===== config.mk =====
export PLATFORM = sky130hd
export DESIGN_NAME = aes_128_round_sched_flat
export DESIGN_NICKNAME = d
export VERILOG_FILES = /design/src/rtl/aes_128_round_sched_if.sv /design/src/rtl/aes_128_round_sched.sv /design/src/flat_wrapper.sv
export SDC_FILE = /design/constraint.sdc
export NUM_CORES = 1
export LEC_CHECK = 0
export ABC_CLOCK_PERIOD_IN_PS = 1500
export CAP_MARGIN = 30
export CORE_AREA = 2 2 349 351
export DETAILED_ROUTE_END_ITERATION = 6
export DIE_AREA = 0 0 351 353
export GPL_ROUTABILITY_DRIVEN = 0
export GPL_TIMING_DRIVEN = 0
export SLEW_MARGIN = 5
export SYNTH_ARGS = -nofsm -noshare
export SYNTH_HDL_FRONTEND = slang
export SYNTH_SLANG_ARGS = --single-unit

===== constraint.sdc =====
create_clock -name clk -period 1.5 [get_ports clk]
set_input_delay 0.15 -clock clk [delete_from_list [all_inputs] [get_ports clk]]
set_output_delay 0.15 -clock clk [all_outputs]
set_load 0.005 [all_outputs]

===== src/rtl/aes_128_round_sched_if.sv =====
// Request/result handshake bundle for aes_128_round_sched.
// Defining AES_128_SCHED_ABORT_EN adds the abort line to the bundle.
interface aes_128_round_sched_if;
    logic         in_valid;
    logic         in_ready;
    logic [127:0] in;
    logic [127:0] key;
    logic         out_valid;
    logic         out_ready;
    logic [127:0] cipher;
`ifdef AES_128_SCHED_ABORT_EN
    logic         abort;
`endif

    modport master (
        output in_valid, in, key, out_ready,
`ifdef AES_128_SCHED_ABORT_EN
        output abort,
`endif
        input  in_ready, out_valid, cipher
    );

    modport slave (
        input  in_valid, in, key, out_ready,
`ifdef AES_128_SCHED_ABORT_EN
        input  abort,
`endif
        output in_ready, out_valid, cipher
    );
endinterface


===== src/rtl/aes_128_round_sched.sv =====
// AES-128 round sequencer: holds state/key registers and steps an external round and key-expansion unit.
// Optional feature: define AES_128_SCHED_ABORT_EN to enable the abort input.
module aes_128_round_sched (
    input  logic                        clk,
    input  logic                        rst,
    aes_128_round_sched_if.slave        bus,
    output logic [127:0]                rnd_state,
    output logic [127:0]                rnd_key,
    output logic [3:0]                  rnd_idx,
    output logic                        rnd_last,
    input  logic [127:0]                rnd_key_in,
    input  logic [127:0]                rnd_state_in
);
    localparam logic [3:0] LAST_ROUND = 4'd10;

    typedef enum logic [1:0] {
        IDLE  = 2'd0,
        ROUND = 2'd1,
        DONE  = 2'd2
    } fsm_t;

    fsm_t         fsm_q;
    fsm_t         fsm_d;
    logic [127:0] state_reg;
    logic [127:0] key_reg;
    logic [127:0] cipher_reg;
    logic [3:0]   idx;

    logic abort_req;
    logic accept;
    logic last;
    logic round_step;

`ifdef AES_128_SCHED_ABORT_EN
    assign abort_req = bus.abort;
`else
    assign abort_req = 1'b0;
`endif

    assign accept     = (fsm_q == IDLE) && bus.in_valid;
    assign last       = (fsm_q == ROUND) && (idx == LAST_ROUND);
    assign round_step = (fsm_q == ROUND) && !abort_req;

    always_comb begin
        // NOTE: default assigned first so no branch leaves fsm_d unassigned and infers a latch.
        fsm_d = fsm_q;
        unique case (fsm_q)
            IDLE:    if (bus.in_valid) fsm_d = ROUND;
            ROUND: begin
                if (abort_req)              fsm_d = IDLE;
                else if (idx == LAST_ROUND) fsm_d = DONE;
            end
            // A same-edge abort during transfer lands in IDLE either way.
            DONE:    if (bus.out_ready || abort_req) fsm_d = IDLE;
            default: fsm_d = IDLE;
        endcase
    end

    always_ff @(posedge clk) begin
        // NOTE: non-blocking so every register samples pre-edge values regardless of statement order.
        if (rst) fsm_q <= IDLE;
        else     fsm_q <= fsm_d;
    end

    always_ff @(posedge clk) begin
        if (rst) begin
            state_reg  <= '0;
            key_reg    <= '0;
            cipher_reg <= '0;
            idx        <= '0;
        end else if (accept) begin
            state_reg <= bus.in ^ bus.key;
            key_reg   <= bus.key;
            idx       <= 4'd1;
        end else if (round_step) begin
            state_reg <= rnd_state_in;
            key_reg   <= rnd_key_in;
            if (last) begin
                cipher_reg <= rnd_state_in;
                idx        <= '0;
            end else begin
                idx <= idx + 4'd1;
            end
        end else if (fsm_q == ROUND) begin
            // Aborted block: the round counter returns to its idle value, cipher keeps the old result.
            idx <= '0;
        end
    end

    assign bus.in_ready  = (fsm_q == IDLE);
    assign bus.out_valid = (fsm_q == DONE);
    assign bus.cipher    = cipher_reg;

    assign rnd_state = state_reg;
    assign rnd_key   = key_reg;
    assign rnd_idx   = idx;
    assign rnd_last  = last;
endmodule


===== src/flat_wrapper.sv =====
// flat-port wrapper written by rule: the top's interface ports become plain ports
module aes_128_round_sched_flat 
  (clk, rst, rnd_state, rnd_key, rnd_idx, rnd_last, rnd_key_in, rnd_state_in, bus_in_valid, bus_in, bus_key, bus_out_ready, bus_in_ready, bus_out_valid, bus_cipher);
  aes_128_round_sched_if bus_i ();
  input  logic clk;
  input  logic rst;
  output logic [127:0] rnd_state;
  output logic [127:0] rnd_key;
  output logic [3:0] rnd_idx;
  output logic rnd_last;
  input  logic [127:0] rnd_key_in;
  input  logic [127:0] rnd_state_in;
  input wire logic [$bits(bus_i.in_valid)-1:0] bus_in_valid;
  input wire logic [$bits(bus_i.in)-1:0] bus_in;
  input wire logic [$bits(bus_i.key)-1:0] bus_key;
  input wire logic [$bits(bus_i.out_ready)-1:0] bus_out_ready;
  output wire logic [$bits(bus_i.in_ready)-1:0] bus_in_ready;
  output wire logic [$bits(bus_i.out_valid)-1:0] bus_out_valid;
  output wire logic [$bits(bus_i.cipher)-1:0] bus_cipher;
  assign bus_i.in_valid = bus_in_valid;
  assign bus_i.in = bus_in;
  assign bus_i.key = bus_key;
  assign bus_i.out_ready = bus_out_ready;
  assign bus_in_ready = bus_i.in_ready;
  assign bus_out_valid = bus_i.out_valid;
  assign bus_cipher = bus_i.cipher;
  aes_128_round_sched u_core (.clk(clk), .rst(rst), .bus(bus_i), .rnd_state(rnd_state), .rnd_key(rnd_key), .rnd_idx(rnd_idx), .rnd_last(rnd_last), .rnd_key_in(rnd_key_in), .rnd_state_in(rnd_state_in));
endmodule

* Word level (Yosys, flattened, before mapping) *
Cells that the tools add are included.

operators by class
  add/subtract/negate cells = 1
  eq/ne operators = 6
  muxes and demuxes = 11
  bitwise operators = 2
  reductions and logical operators = 7

operators with widths
  kind                 number
  $mux 128             4
  $xor 128x128->128    1
  $mux 2               3
  $ne 2x2->1 const B   3
  $pmux 2 s3           1
  $reduce_and 3->1     2
  $add 4x1->4 const B  1
  $eq 4x4->1 const B   1
  $mux 4               1
  $eq 2x1->1 const B   1
  $eq 2x2->1 const B   1
  $logic_and 1x1->1    2
  $logic_not 2->1      1
  $mux 1               2
  $reduce_bool 2->1    1
  $reduce_or 2->1      1
  $not 1->1            1

storage, ports and cells
  register bits after elaboration = 390
  bits of input ports = 516
  output and inout bits = 391
  word-level logic and storage cells = 33

* Longest topological paths before layout *
  word-level depth = 5
  gate-level depth with buffers = 8
  mapped depth without buffers = 5

* Least setup slack after synthesis *
No wires, ideal clock.

  path kind = flip-flop to flip-flop
  start point = register u_core.idx[0] (netlist: u_core.rnd_idx[0])
  end point = register u_core.cipher_reg[100] (netlist: u_core.bus.cipher[100])
  setup time = 0.070 ns
  arrival = 1.500 ns
  path slack = -0.070 ns
  cell stages (with the launch flop) = 8
  period minus slack after synthesis = 1.570 ns
  cells stage by stage = dfxtp_1 -> inv_1 -> ha_1 -> nand3b_1 -> clkbuf_1 -> clkbuf_1 -> o21ai_0 -> a21oi_1

between the ends
  cells in the longest elaborated chain, start to end = 3

RTL lines
  element                            RTL line                   text
  start: declaration                 aes_128_round_sched.sv:27  logic [3:0] idx;
  start signal: assignment           aes_128_round_sched.sv:82  idx <= idx + 4'd1;
  $eq 4x4->1                         aes_128_round_sched.sv:41  assign last = (fsm_q == ROUND) && (idx == LAST_ROUND);
  $logic_and 1x1->1                  aes_128_round_sched.sv:41
  $reduce_and 3->1 (no source line)  -
  end signal: assignment             aes_128_round_sched.sv:79  cipher_reg <= rnd_state_in;
  end: declaration                   aes_128_round_sched.sv:26  logic [127:0] cipher_reg;

No other way between the ends.
A chain may end at the register's enable or synchronous reset.

* Final worst setup path *
  start point = register u_core.idx[0] (netlist: u_core.rnd_idx[0])
  end point = output rnd_last

between the ends
  cells in the longest elaborated chain, start to end = 2

RTL lines
  element            RTL line                   text
  $eq 4x4->1         aes_128_round_sched.sv:41
  $logic_and 1x1->1  aes_128_round_sched.sv:41
  end: declaration   flat_wrapper.sv:10         output logic rnd_last;

No other way between the ends.

==> flow_summary.toml <==
[status]
outcome = "finished, violations left"
violations = "negative setup slack"

[hold_path]
hold_end = "u_core.bus.cipher[116]"
hold_path.startpoint = "rnd_state_in[116]"
timing.hold.worst_path_depth = 3
hp-class = "in -> reg"

[die]
dieArea_sq_um = 124000
rows = 128
core-area_sq_um = 121000
die_width_um = 351
floorplan.initialDensity = 0.135
design.portCount = 907
fp.dieH_um = 353

[routing]
detail_route.vias_per_cell = 4.43
route.final.wire_length_mm = 135
drc = 0
met2RoutedLength_mm = 65.0
final_antenna_net_count = 0
firstDrtPassIters = 6
detailroute.via_count = 20157
average_routed_wire_per_standard_cell_um = 29.6
drt_first_iter_violations = 1437
route.top_layer_used = "met5"
met1_length_mm = 53.8
met3_wire_length_mm = 11.8

[worst_setup_path]
max_stage_delay_ns = 0.32
critPathMostFrequentCell = "buf_6"
count_of_buffer_and_inverter_cells_on_the_critical_path = 4
setup.worst_path.class = "reg -> out"
cp_data_required_time_ns = 1.35
timing.rr.end = "u_core.bus.cipher[108]"
setup.reg_to_reg.worst_slack_ns = -0.40
critPathLaunchType = "register"
crit_path_max_fanout = 2
cp.arrival_ns = 1.76
endpoint_kind = "output pin"
cp_cell_sequence = "inv_2 > ha_4 > nand3b_1 > buf_6 > clkbuf_16 > nor2_4 > buf_6"
worst_path_max_delay_cell = "dfxtp_2"
beginning_of_the_worst_register_to_register_path = "u_core.rnd_idx[0]"
timing.reg2reg.worst_path_depth = 10
cp_top_family = "buffers and inverters"

[power]
intPower_mw = 22.8
power.leakage_nw = 18.4
power.ir.vdd_worst_uv = 708
power_density_nw_per_um2 = 886
power.net_switching_mw = 10.3
p_sw_frac = 0.311
p_total_mw = 33.1
comb_power_share = 0.276
seqPwrFrac = 0.350
pwr-share-clk = 0.373

[place]
dpl_worst_slack_ns = -1.72
port-buffer-count = 906
dp.final_hpwl_mm = 99.9
place_inst = 4321

[timing]
slew_violations = 0
worstMarginPinSlew_ns = 1.10
setup_repair_after_global_routing_missed_its_margin = "true"
fmax_ghz = 0.524
relSlewSlack = 0.265
hold_viol_final = 0
finalCriticalPeriod_ns = 1.91
postLayoutSetupSlackWorst_ns = -0.407
finalSetupViolations = 364
timing.final.crit_share = 1.27
worst_clock_skew_ns = 0.0136
finalHoldWorstSlack_ns = 0.129

[synthesis]
net_count_of_the_mapped_netlist = 2297
synthesis.area_per_instance_sq_um = 9.12
synth_sequential_area_ratio = 0.481
syn_area_sq_um = 16200
netlist_instances = 1779
post_synthesis_cell_type_count = 29
synth_seq_cells = 390
ys.warnings.count = 0
yosys.area.top_type_share = 0.481
synth.top_cells.by_area = "dfxtp_1 (48%), xor2_1 (7.0%), o2bb2ai_1 (6.9%)"
synth_area_leader_cell = "dfxtp_1"

[cts]
cts_tree = "built"
cts_sinks = 390
number_of_cts_inserted_buffers = 50
cts.reportedPaths.clkPinSlew_ns = 0.06
cts_max_path_buffers = 3
htree_num_levels = 2
clkLatencyLatePin_ns = 0.62
post_cts_hold_buffer_count = 0
cts_root_buffer = "clkbuf_16"

[global_route]
grt_overflow = 0
antenna_found_initial = 33
grt_use_total = 0.197
grt_max_degree = 14
grt_pass1_wl_mm = 166
first_global_vias = 19323

[finish]
leading_cell_type_in_the_layout_fill_and_taps_excluded = "clkdlybuf4s50_1"
mostFrequentLayoutCells = "clkdlybuf4s50_1 (515), dlymetal6s2s_1 (371), dfxtp_1 (336), xor2_1 (129), nand3_1 (126)"
post_route_cells_drive_above_1_share = 0.344
filler_cell_count = 12209
instances_no_fill = 4548
syn_to_final_growth_pct = 130
nNetsFinal = 3391

[job]
timing.max_cap.violations = 0
==> power by group through the flow <==
| stage | Combinational (mW) | Clock, mW | Sequential, mW |
|---|---|---|---|
| after floorplan | 1.86 | 0 | 11.6 |
| after global placement | 6.43 | 0 | 11.6 |
| after detailed placement | 6.50 | 0 | 11.6 |
| after CTS | 7.38 | 12.6 | 11.4 |
| after global routing | 9.53 | 13.0 | 11.7 |
| final | 9.14 | 12.3 | 11.6 |
==> metal layers <==
metal / track usage / vias up
li1: - / 8932
met3: 0.0590 / 201
met2: 0.332 / 1007
met1: 0.240 / 10011
met4: 0.0550 / 6
met5: 0 / -
==> cell usage after synthesis <==
master,instances
ha_1,2
o2bb2ai_1,128
nand2_1,1
buf_1,20
o21ba_2,1
o22ai_1,128
buf_2,34
or2_2,1
buf_6,2
nor2b_1,2
nand3b_1,2
nor4_1,1
dfxtp_1,390
nand2b_1,2
and2b_1,1
nor2_1,133
inv_1,4
and3b_1,1
a22oi_1,129
a21oi_1,131
o21ai_0,129
xor2_1,129
nor3b_1,1
or3_1,2
a211oi_1,129
nand3_1,130
clkbuf_1,144
buf_4,1
a2111oi_2,1
==> stage by stage <==
step | cell area [sq um] | util | setup TNS, ns
after floorplan | 16200 | - | -2.43
after global placement | 27300 | 0.227 | -853.36
after detailed placement | 27600 | 0.228 | -463.60
after CTS | 31400 | 0.260 | -157.45
after global routing | 37300 | 0.309 | -77.96
final | 37300 | 0.309 | -65.30
==> final cells by class <==
type,instances,area [sq um],area share
repair buffers,1057,12300,0.331
inverters,4,18.8,0.000503
plain buffers,186,2170,0.0581
flip-flops and latches,390,7880,0.211
multi-input cells,1184,11200,0.301
diodes,15,37.5,0.00101
clock buffers,66,1420,0.0381
clock inverters,21,188,0.00503
well taps,1625,2030,0.0545
==> worst register-to-register path, stage by stage, from the launching register on <==
cell and delay, ns:
dfxtp_2 0.33, inv_2 0.05, ha_4 0.15, nand3b_1 0.09, buf_6 0.15, clkbuf_16 0.16
buf_4 0.17, buf_12 0.20, clkbuf_16 0.24, o21ai_0 0.07, a21oi_1 0.20
==> worst max-delay path by stage <==
stage	startpoint	end	slack, ns	cells after the start
6_report	u_core.rnd_idx[0]	rnd_last	-0.41	7
3_5_place_dp	bus_in_valid	u_core.rnd_key[32]	-1.72	6
2_1_floorplan	u_core.rnd_idx[0]	u_core.bus.cipher[100]	-0.04	8
3_3_place_gp	rst	u_core.rnd_key[101]	-3.03	5
4_1_cts	u_core.rnd_idx[0]	rnd_last	-0.48	7
5_1_grt	u_core.rnd_idx[0]	rnd_last	-0.48	7
==> timing repair <==
action	in CTS	in global routing
buffers inserted	45	63
endpoints found under the setup margin	781	767
resized for setup	529	1457
gates cloned	12	27
pin swaps	39	180
hold endpoints to repair	0	0
==> cells by family (layout without fill, tap and decap cells) <==
group,count (synthesis),in the layout,share of synthesized area
AND/OR/NAND/NOR,277,277,0.0766
buffers and inverters,205,1334,0.0512
flip-flops,390,390,0.481
XOR/XNOR,129,129,0.0697
AO/OA/AOI/OAI,776,776,0.320
adder cells (fa/ha/maj),2,2,0.00154
other,0,15,0
(Power assumes the default switching activity.)
